<file path="src/rtl/div_operand_queue.sv">
// div_operand_queue
//   Circular operand-pair queue that feeds a 2-bit combinational divider.
//   Each entry is stored as 4 bits {dividend, divisor}.
//   The head entry is driven onto div_a..div_d while the queue is occupied.
//   A dequeue happens when the downstream signals that it consumed the
//   divider result.
//
// Ports
//   clock        single clock; all state changes on its rising edge
//   reset_L      asynchronous active-low reset
//   in_valid     upstream presents {dividend, divisor}
//   in_ready     queue has room; depends only on registered state
//   dividend     dividend bits [1:0]
//   divisor      divisor bits [1:0]
//   out_valid    head entry is presented on div_a..div_d
//   out_ready    downstream consumed the divider result this cycle
//   div_a..div_d head operand bits: dividend[1], dividend[0], divisor[1], divisor[0]
//   div_by_zero  head entry has divisor 2'b00
//   count        number of occupied entries
//   zero_cnt     saturating count of dequeued zero-divisor entries

module div_operand_queue #(
    parameter int DEPTH = 4
) (
    input  logic                     clock,
    input  logic                     reset_L,
    input  logic                     in_valid,
    output logic                     in_ready,
    input  logic [1:0]               dividend,
    input  logic [1:0]               divisor,
    output logic                     out_valid,
    input  logic                     out_ready,
    output logic                     div_a,
    output logic                     div_b,
    output logic                     div_c,
    output logic                     div_d,
    output logic                     div_by_zero,
    output logic [$clog2(DEPTH):0]   count,
    output logic [7:0]               zero_cnt
);

    localparam int PW = $clog2(DEPTH);
    localparam int CW = PW + 1;

    // Storage is deliberately left out of reset; it is only observed
    // through the head while count is non-zero.
    logic [3:0]    mem_q [DEPTH];
    logic [3:0]    mem_d [DEPTH];

    logic [PW-1:0] wr_ptr_q, wr_ptr_d;
    logic [PW-1:0] rd_ptr_q, rd_ptr_d;
    logic [CW-1:0] count_q, count_d;
    logic [7:0]    zero_cnt_q, zero_cnt_d;

    logic          do_enq;
    logic          do_deq;
    logic [3:0]    head;

    // Flow control is derived from count_q alone, so neither in_valid nor
    // out_ready can reach in_ready combinationally. A full queue refuses a
    // write even when a read happens in the same cycle.
    assign in_ready  = (count_q < CW'(DEPTH));
    assign out_valid = (count_q != '0);

    assign do_enq = in_valid && in_ready;
    assign do_deq = out_valid && out_ready;

    assign head        = mem_q[rd_ptr_q];
    assign div_a       = out_valid & head[3];
    assign div_b       = out_valid & head[2];
    assign div_c       = out_valid & head[1];
    assign div_d       = out_valid & head[0];
    assign div_by_zero = out_valid && (head[1:0] == 2'b00);

    assign count    = count_q;
    assign zero_cnt = zero_cnt_q;

    always_comb begin
        mem_d = mem_q;
        if (do_enq) begin
            mem_d[wr_ptr_q] = {dividend, divisor};
        end
    end

    // DEPTH is a power of two, so pointer wrap is the natural overflow of
    // a PW-bit counter.
    always_comb begin
        wr_ptr_d   = wr_ptr_q;
        rd_ptr_d   = rd_ptr_q;
        count_d    = count_q;
        zero_cnt_d = zero_cnt_q;

        if (do_enq) begin
            wr_ptr_d = wr_ptr_q + PW'(1);
        end
        if (do_deq) begin
            rd_ptr_d = rd_ptr_q + PW'(1);
        end

        case ({do_enq, do_deq})
            2'b10:   count_d = count_q + CW'(1);
            2'b01:   count_d = count_q - CW'(1);
            default: count_d = count_q;
        endcase

        if (do_deq && div_by_zero && (zero_cnt_q != 8'hFF)) begin
            zero_cnt_d = zero_cnt_q + 8'd1;
        end
    end

    always_ff @(posedge clock) begin
        mem_q <= mem_d;
    end

    always_ff @(posedge clock or negedge reset_L) begin
        if (!reset_L) begin
            wr_ptr_q   <= '0;
            rd_ptr_q   <= '0;
            count_q    <= '0;
            zero_cnt_q <= '0;
        end else begin
            wr_ptr_q   <= wr_ptr_d;
            rd_ptr_q   <= rd_ptr_d;
            count_q    <= count_d;
            zero_cnt_q <= zero_cnt_d;
        end
    end

endmodule

</file>
<file path="config.mk">
export PLATFORM = sky130hd
export DESIGN_NAME = div_operand_queue
export DESIGN_NICKNAME = d
export VERILOG_FILES = /design/src/rtl/div_operand_queue.sv
export SDC_FILE = /design/constraint.sdc
export NUM_CORES = 1
export LEC_CHECK = 0
export ABC_AREA = 1
export BUFFER_PORTS_ARGS = -buffer_cell sky130_fd_sc_hd__buf_2
export CAP_MARGIN = 20
export CORE_ASPECT_RATIO = 0.7
export CORE_UTILIZATION = 40
export DETAILED_ROUTE_END_ITERATION = 12
export GPL_ROUTABILITY_DRIVEN = 0
export PLACE_DENSITY = 0.63
export SYNTH_ARGS = -nofsm -noshare
export SYNTH_HDL_FRONTEND = slang
export SYNTH_SLANG_ARGS = --single-unit
</file>
<file path="constraint.sdc">
create_clock -name clock -period 3.15 [get_ports clock]
set_input_delay 0.315 -clock clock [delete_from_list [all_inputs] [get_ports clock]]
set_output_delay 0.315 -clock clock [all_outputs]
set_load 0.005 [all_outputs]
</file>
# [Word-level counts from Yosys, hierarchy flattened]
# Cells that the tools add are included.
[op_classes] n_eq_ne=3 n_bitwise=6 order_cmp=4 n_mux=7 reduce_logical=9 add_sub_neg=5
[ops] operator="16-bit bitwise mux" n=1
[ops] operator="4-bit two-way mux" n=3
[ops] operator="8-bit by 1-bit adder with 8-bit output (second input constant)" n=1
[ops] operator="4-bit binary-select mux with 2-bit select" n=1
[ops] operator="4-bit demux with 2-bit select" n=1
[ops] operator="8-bit inequality test (second input constant)" n=1
[ops] operator="3-bit greater-or-equal comparator (second input constant)" n=2
[ops] operator="1-bit logical AND" n=6
[ops] operator="2-bit inverter with 3-bit output" n=2
[ops] operator="3-bit one-hot mux with 2 select lines" n=1
[ops] operator="2-bit by 1-bit adder with 2-bit output (second input constant)" n=2
[ops] operator="1-bit AND" n=4
[ops] operator="3-bit by 1-bit adder with 3-bit output (second input constant)" n=1
[ops] operator="3-bit by 1-bit less-than comparator with 1-bit output (second input constant)" n=1
[ops] operator="3-bit less-than comparator (second input constant)" n=1
[ops] operator="3-bit nonzero test" n=1
[ops] operator="3-bit by 1-bit subtractor with 3-bit output (second input constant)" n=1
[ops] operator="2-bit by 1-bit equality test with 1-bit output (second input constant)" n=1
[ops] operator="2-bit equality test (second input constant)" n=1
[ops] operator="2-bit zero test" n=1
[ops] operator="2-bit nonzero test" n=1
[totals] word_cells=42 input_bits=8 out_inout_bits=18 register_bits=31

# [Depth between registers and ports, before layout]
[logic_depth] ltp_word=8 ltp_mapped=10 ltp_nobuf=10

# [Worst setup path after synthesis]
# Ideal clock, no wire load.
[synth_path] path_type="reg-to-reg" from="register count_q[0], in the netlist count[0]" to="register count_q[2], in the netlist count[2]" period_less_slack_ps=1892 stages_incl_launch_ff=11 setup_slack_ps=1258 required_ps=3019 arrival_time_ps=1761 setup_time_ps=131 n_path_buf=0 cell_sequence="dfrtp_1 > inv_1 > nand2_1 > nand2_2 > inv_1 > ha_1 > inv_1 > fa_1 > a21oi_1 > o21ai_0 > xor2_1"
[synth_between] elab_chain_cells=4 word_cells_on_any_way=10 classes_between="2 x add/sub; 1 x order compare; 2 x eq/ne; 1 x mux; 4 x reduce/logical"
[synth_rtl] element="start, declared" line_no="52" text="logic [CW-1:0] count_q, count_d;"
[synth_rtl] element="start signal, assigned" line_no="124" text="count_q <= count_d;"
[synth_rtl] element="3-bit nonzero test (*)" line_no="63" text="assign out_valid = (count_q != '0);"
[synth_rtl] element="via out_valid" line_no="31" text="output logic out_valid,"
[synth_rtl] element="1-bit logical AND (*)" line_no="66" text="assign do_deq = out_valid && out_ready;"
[synth_rtl] element="via do_deq" line_no="56" text="logic do_deq;"
[synth_rtl] element="2-bit by 1-bit equality test with 1-bit output / 2-bit equality test (equally long branches)" line_no="100" text="case ({do_enq, do_deq})"
[synth_rtl] element="3-bit one-hot mux with 2 select lines / 2-bit nonzero test (equally long branches)"
# Mark *: on every way through the listed nets, which the timed path passes. The rest lies on a longest branch.
# A chain may end at the register's enable or synchronous reset.

# [Worst setup path after layout]
[layout_path] from="register count_q[0], in the netlist count[0]" to="register count_q[2], in the netlist count[2]"
[layout_between] elab_chain_cells=4 word_cells_on_any_way=10 classes_between="2 x add/sub; 1 x order compare; 2 x eq/ne; 1 x mux; 4 x reduce/logical"
[layout_rtl] element="3-bit nonzero test (*)" line_no="63"
[layout_rtl] element="1-bit logical AND (*)" line_no="66"
[layout_rtl] element="via do_deq" line_no="56"
[layout_rtl] element="2-bit by 1-bit equality test with 1-bit output / 2-bit equality test (equally long branches)" line_no="100"
[layout_rtl] element="3-bit one-hot mux with 2 select lines / 2-bit nonzero test (equally long branches)"
# Marked as above.

==> results.sh <==
export IMPL_run_status="finished clean"
export IMPL_ys_types=20
export IMPL_dieWidth_um=76.71
export IMPL_synth_edff_count=16
export IMPL_hpwlAfterDp_um=2236
export IMPL_start_util=0.4310
export IMPL_io_buffers=25
export IMPL_critPathMaxFanout=3
export IMPL_r2r_slack_ns=1.13
export IMPL_num_rows=18
export IMPL_clk_pin_slew_ns=0.06
export IMPL_syn_area_per_cell_sq_um=9.414
export IMPL_synthArstFlopShare=0.4839
export IMPL_n_antenna_cell=0
export IMPL_required_ns=3.31
export IMPL_synth_warnings=0
export IMPL_critical_path_cell_chain="inv_1, nand2_1, nand2_2, inv_1, ha_1, inv_1, fa_1, a21oi_1, o21ai_0, xor2_1"
export IMPL_endpoint="count[2]"
export IMPL_viasPerCell=4.675
export IMPL_path_class="flop to flop"
export IMPL_cts_resized=0
export IMPL_timing_final_crit_share=0.6413
export IMPL_rsz0062_at_grt="false"
export IMPL_maxCapViolCount=0
export IMPL_ys_seq_elements=31
export IMPL_crit_path_end_kind="flop"
export IMPL_fin_setup_tns_ns=0
export IMPL_tightestPinTransition_ns=0.4244
export IMPL_antenna_found_initial=0
export IMPL_grt_usage=0.1640
export IMPL_grt_overflow_total=0
export IMPL_drv_slew=0
export IMPL_p_leak_nw=0.9212
export IMPL_regToRegStartpoint="count[0]"
export IMPL_critPathLaunchType="flop"
export IMPL_synth_cells=166
export IMPL_ios=26
export IMPL_grt_pass1_vias=983
export IMPL_path_common_cell="inv_1"
export IMPL_clk_insertion_delay_late_ns=0.29
export IMPL_arrival_ns=2.18
export IMPL_antenna_left=0
export IMPL_worstRegToRegCells=10
export IMPL_n_fill_cell=347
export IMPL_grt_pass1_wl_um=4767
export IMPL_synth_top_flop_cell="edfxtp_1"
export IMPL_yosys_top_cells_area="edfxtp_1, dfrtp_1, nand2_1, nor2_1, inv_1"
export IMPL_cts_tree="done"
export IMPL_drc=0
export IMPL_syn_to_final_growth_pct=18.33
export IMPL_hold_violations=0
export IMPL_synth_top_cells_by_count="nand2_1, nor2_1, inv_1"
export IMPL_netlist_area_sq_um=1563
export IMPL_cpMaxStageDelayCell="dfrtp_1"
export IMPL_dieArea_sq_um=4165
export IMPL_layout_nets=213
export IMPL_grt_max_degree=16
export IMPL_max_freq_ghz=0.4950
export IMPL_wl_um=3028
export IMPL_synth_most_common_cell="nand2_1"
export IMPL_yosysTopAreaCellShare=0.3074
export IMPL_r2r_end="count[2]"
export IMPL_peakVddDrop_v=0.0004002
export IMPL_cts_num_sinks=31
export IMPL_cts_buffers=5
export IMPL_slew_headroom=0.7161
export IMPL_fin_hold_ws_ns=0.2453
export IMPL_drt_initial_drc_count=77
export IMPL_syn_nets=181
export IMPL_routedWlPerCell_um=12.16
export IMPL_core_area_sq_um=3626
export IMPL_die_height_um=54.30
export IMPL_fin_crit_ns=2.020
export IMPL_dr_pass1_iters=4
export IMPL_clockRootBuffer="clkbuf_8"
export IMPL_final_setup_viol_count=0
export IMPL_critPathLaunch="count[0]"
export IMPL_htree_levels=2
export IMPL_power_density_nw_per_um2=865.6
export IMPL_clockBufferDepth=2
export IMPL_vias=1164
export IMPL_skew_ns=0.006741
export IMPL_synth_top_cell_by_area="edfxtp_1"
export IMPL_seq_area_frac_synth=0.5476
export IMPL_cp_slowest_stage_delay_ns=0.38
export IMPL_hold_class="primary input to flop"
export IMPL_cts_setup_buffers=0
export IMPL_drive_above_1_share=0.2010
[routing by layer]
metal / GRT usage / vias to the layer above / wire, um
li1: - / 595 / -
met1: 0.2138 / 533 / 1421
met2: 0.2307 / 30 / 1310
met3: 0.06833 / 6 / 241
met4: 0.09615 / 0 / 55
met5: 0 / - / 0
[per-stage QoR]
step	power (W)	std cells	setup WS, ns	area [sq um]	utilization
floorplan	0.001059	166	1.258	1563	-
global placement	0.001250	240	1.236	1739	0.4796
detailed placement	0.001276	240	1.156	1739	0.4796
CTS	0.001616	249	1.140	1849	0.5100
global route	0.001727	249	0.9822	1849	0.5100
finish	0.001601	249	1.130	1849	0.5100
[critical path: cells and delay by family (launching register included)]
| kind | cells | cell delay, ns |
|---|---|---|
| compound gates | 2 | 0.25 |
| xor+xnor | 1 | 0.15 |
| fa+ha+maj | 2 | 0.54 |
| buf+inv | 3 | 0.32 |
| flops | 1 | 0.38 |
| simple gates | 2 | 0.25 |
[power by group]
group | switching (W) | total, W | internal (W)
clock | 0.000138 | 0.000337 | 0.000199
combinational | 0.000381 | 0.000631 | 0.000250
sequential | 0.000104 | 0.000633 | 0.000530
[cell usage in the layout (no fill, tap or decap), types with 2 or more instances in the layout]
| cell | n |
|---|---|
| nand2_1 | 40 |
| buf_2 | 25 |
| nor2_1 | 23 |
| inv_1 | 22 |
| edfxtp_1 | 16 |
| nand3_1 | 15 |
| dfrtp_1 | 15 |
| clkbuf_8 | 7 |
| o21ai_0 | 6 |
| ha_1 | 6 |
| xor2_1 | 5 |
| nand2_2 | 4 |
| a21oi_1 | 4 |
| nand4_1 | 2 |
[cell families (layout without fill, tap and decap cells)]
group           Yosys count  count (layout)  synth area share
compound gates           10              10           0.03203
flops                    31              31            0.5476
buf+inv                  24              57           0.06405
xor+xnor                  6               6           0.03363
fa+ha+maj                 7               7           0.06085
simple gates             88              88            0.2618
[flip-flops by register name, summed over array words and instances, names as in the netlist]
register / cells
zero_cnt: 8
rd_ptr_q: 2
wr_ptr_q: 2
count: 3
mem_q: 16
[how the worst min path moves through the flow]
stage	from	end	slack (ns)	cells after the start
floorplan	reset_L	count[0]	0.02	0
global placement	reset_L	zero_cnt[4]	0.24	1
detailed placement	reset_L	zero_cnt[3]	0.24	1
CTS	divisor[0]	mem_q[0]	0.24	1
global route	dividend[0]	mem_q[10]	0.24	1
finish	dividend[0]	mem_q[10]	0.25	1
[cell type report]
type | instances | area, sq um | area share
clock buffer | 8 | 100.1 | 0.05413
inverter | 23 | 88.84 | 0.04804
timing repair buffer | 26 | 135.1 | 0.07307
tap | 50 | 62.56 | 0.03383
sequential | 31 | 855.8 | 0.4628
multi-input combinational | 111 | 606.8 | 0.3281
[repair_timing]
item                                   in CTS  in global routing
setup endpoints to repair                   0                  0
endpoints found under the hold margin      15                  0
hold buffers                                1                  0
(Power assumes the default switching activity.)
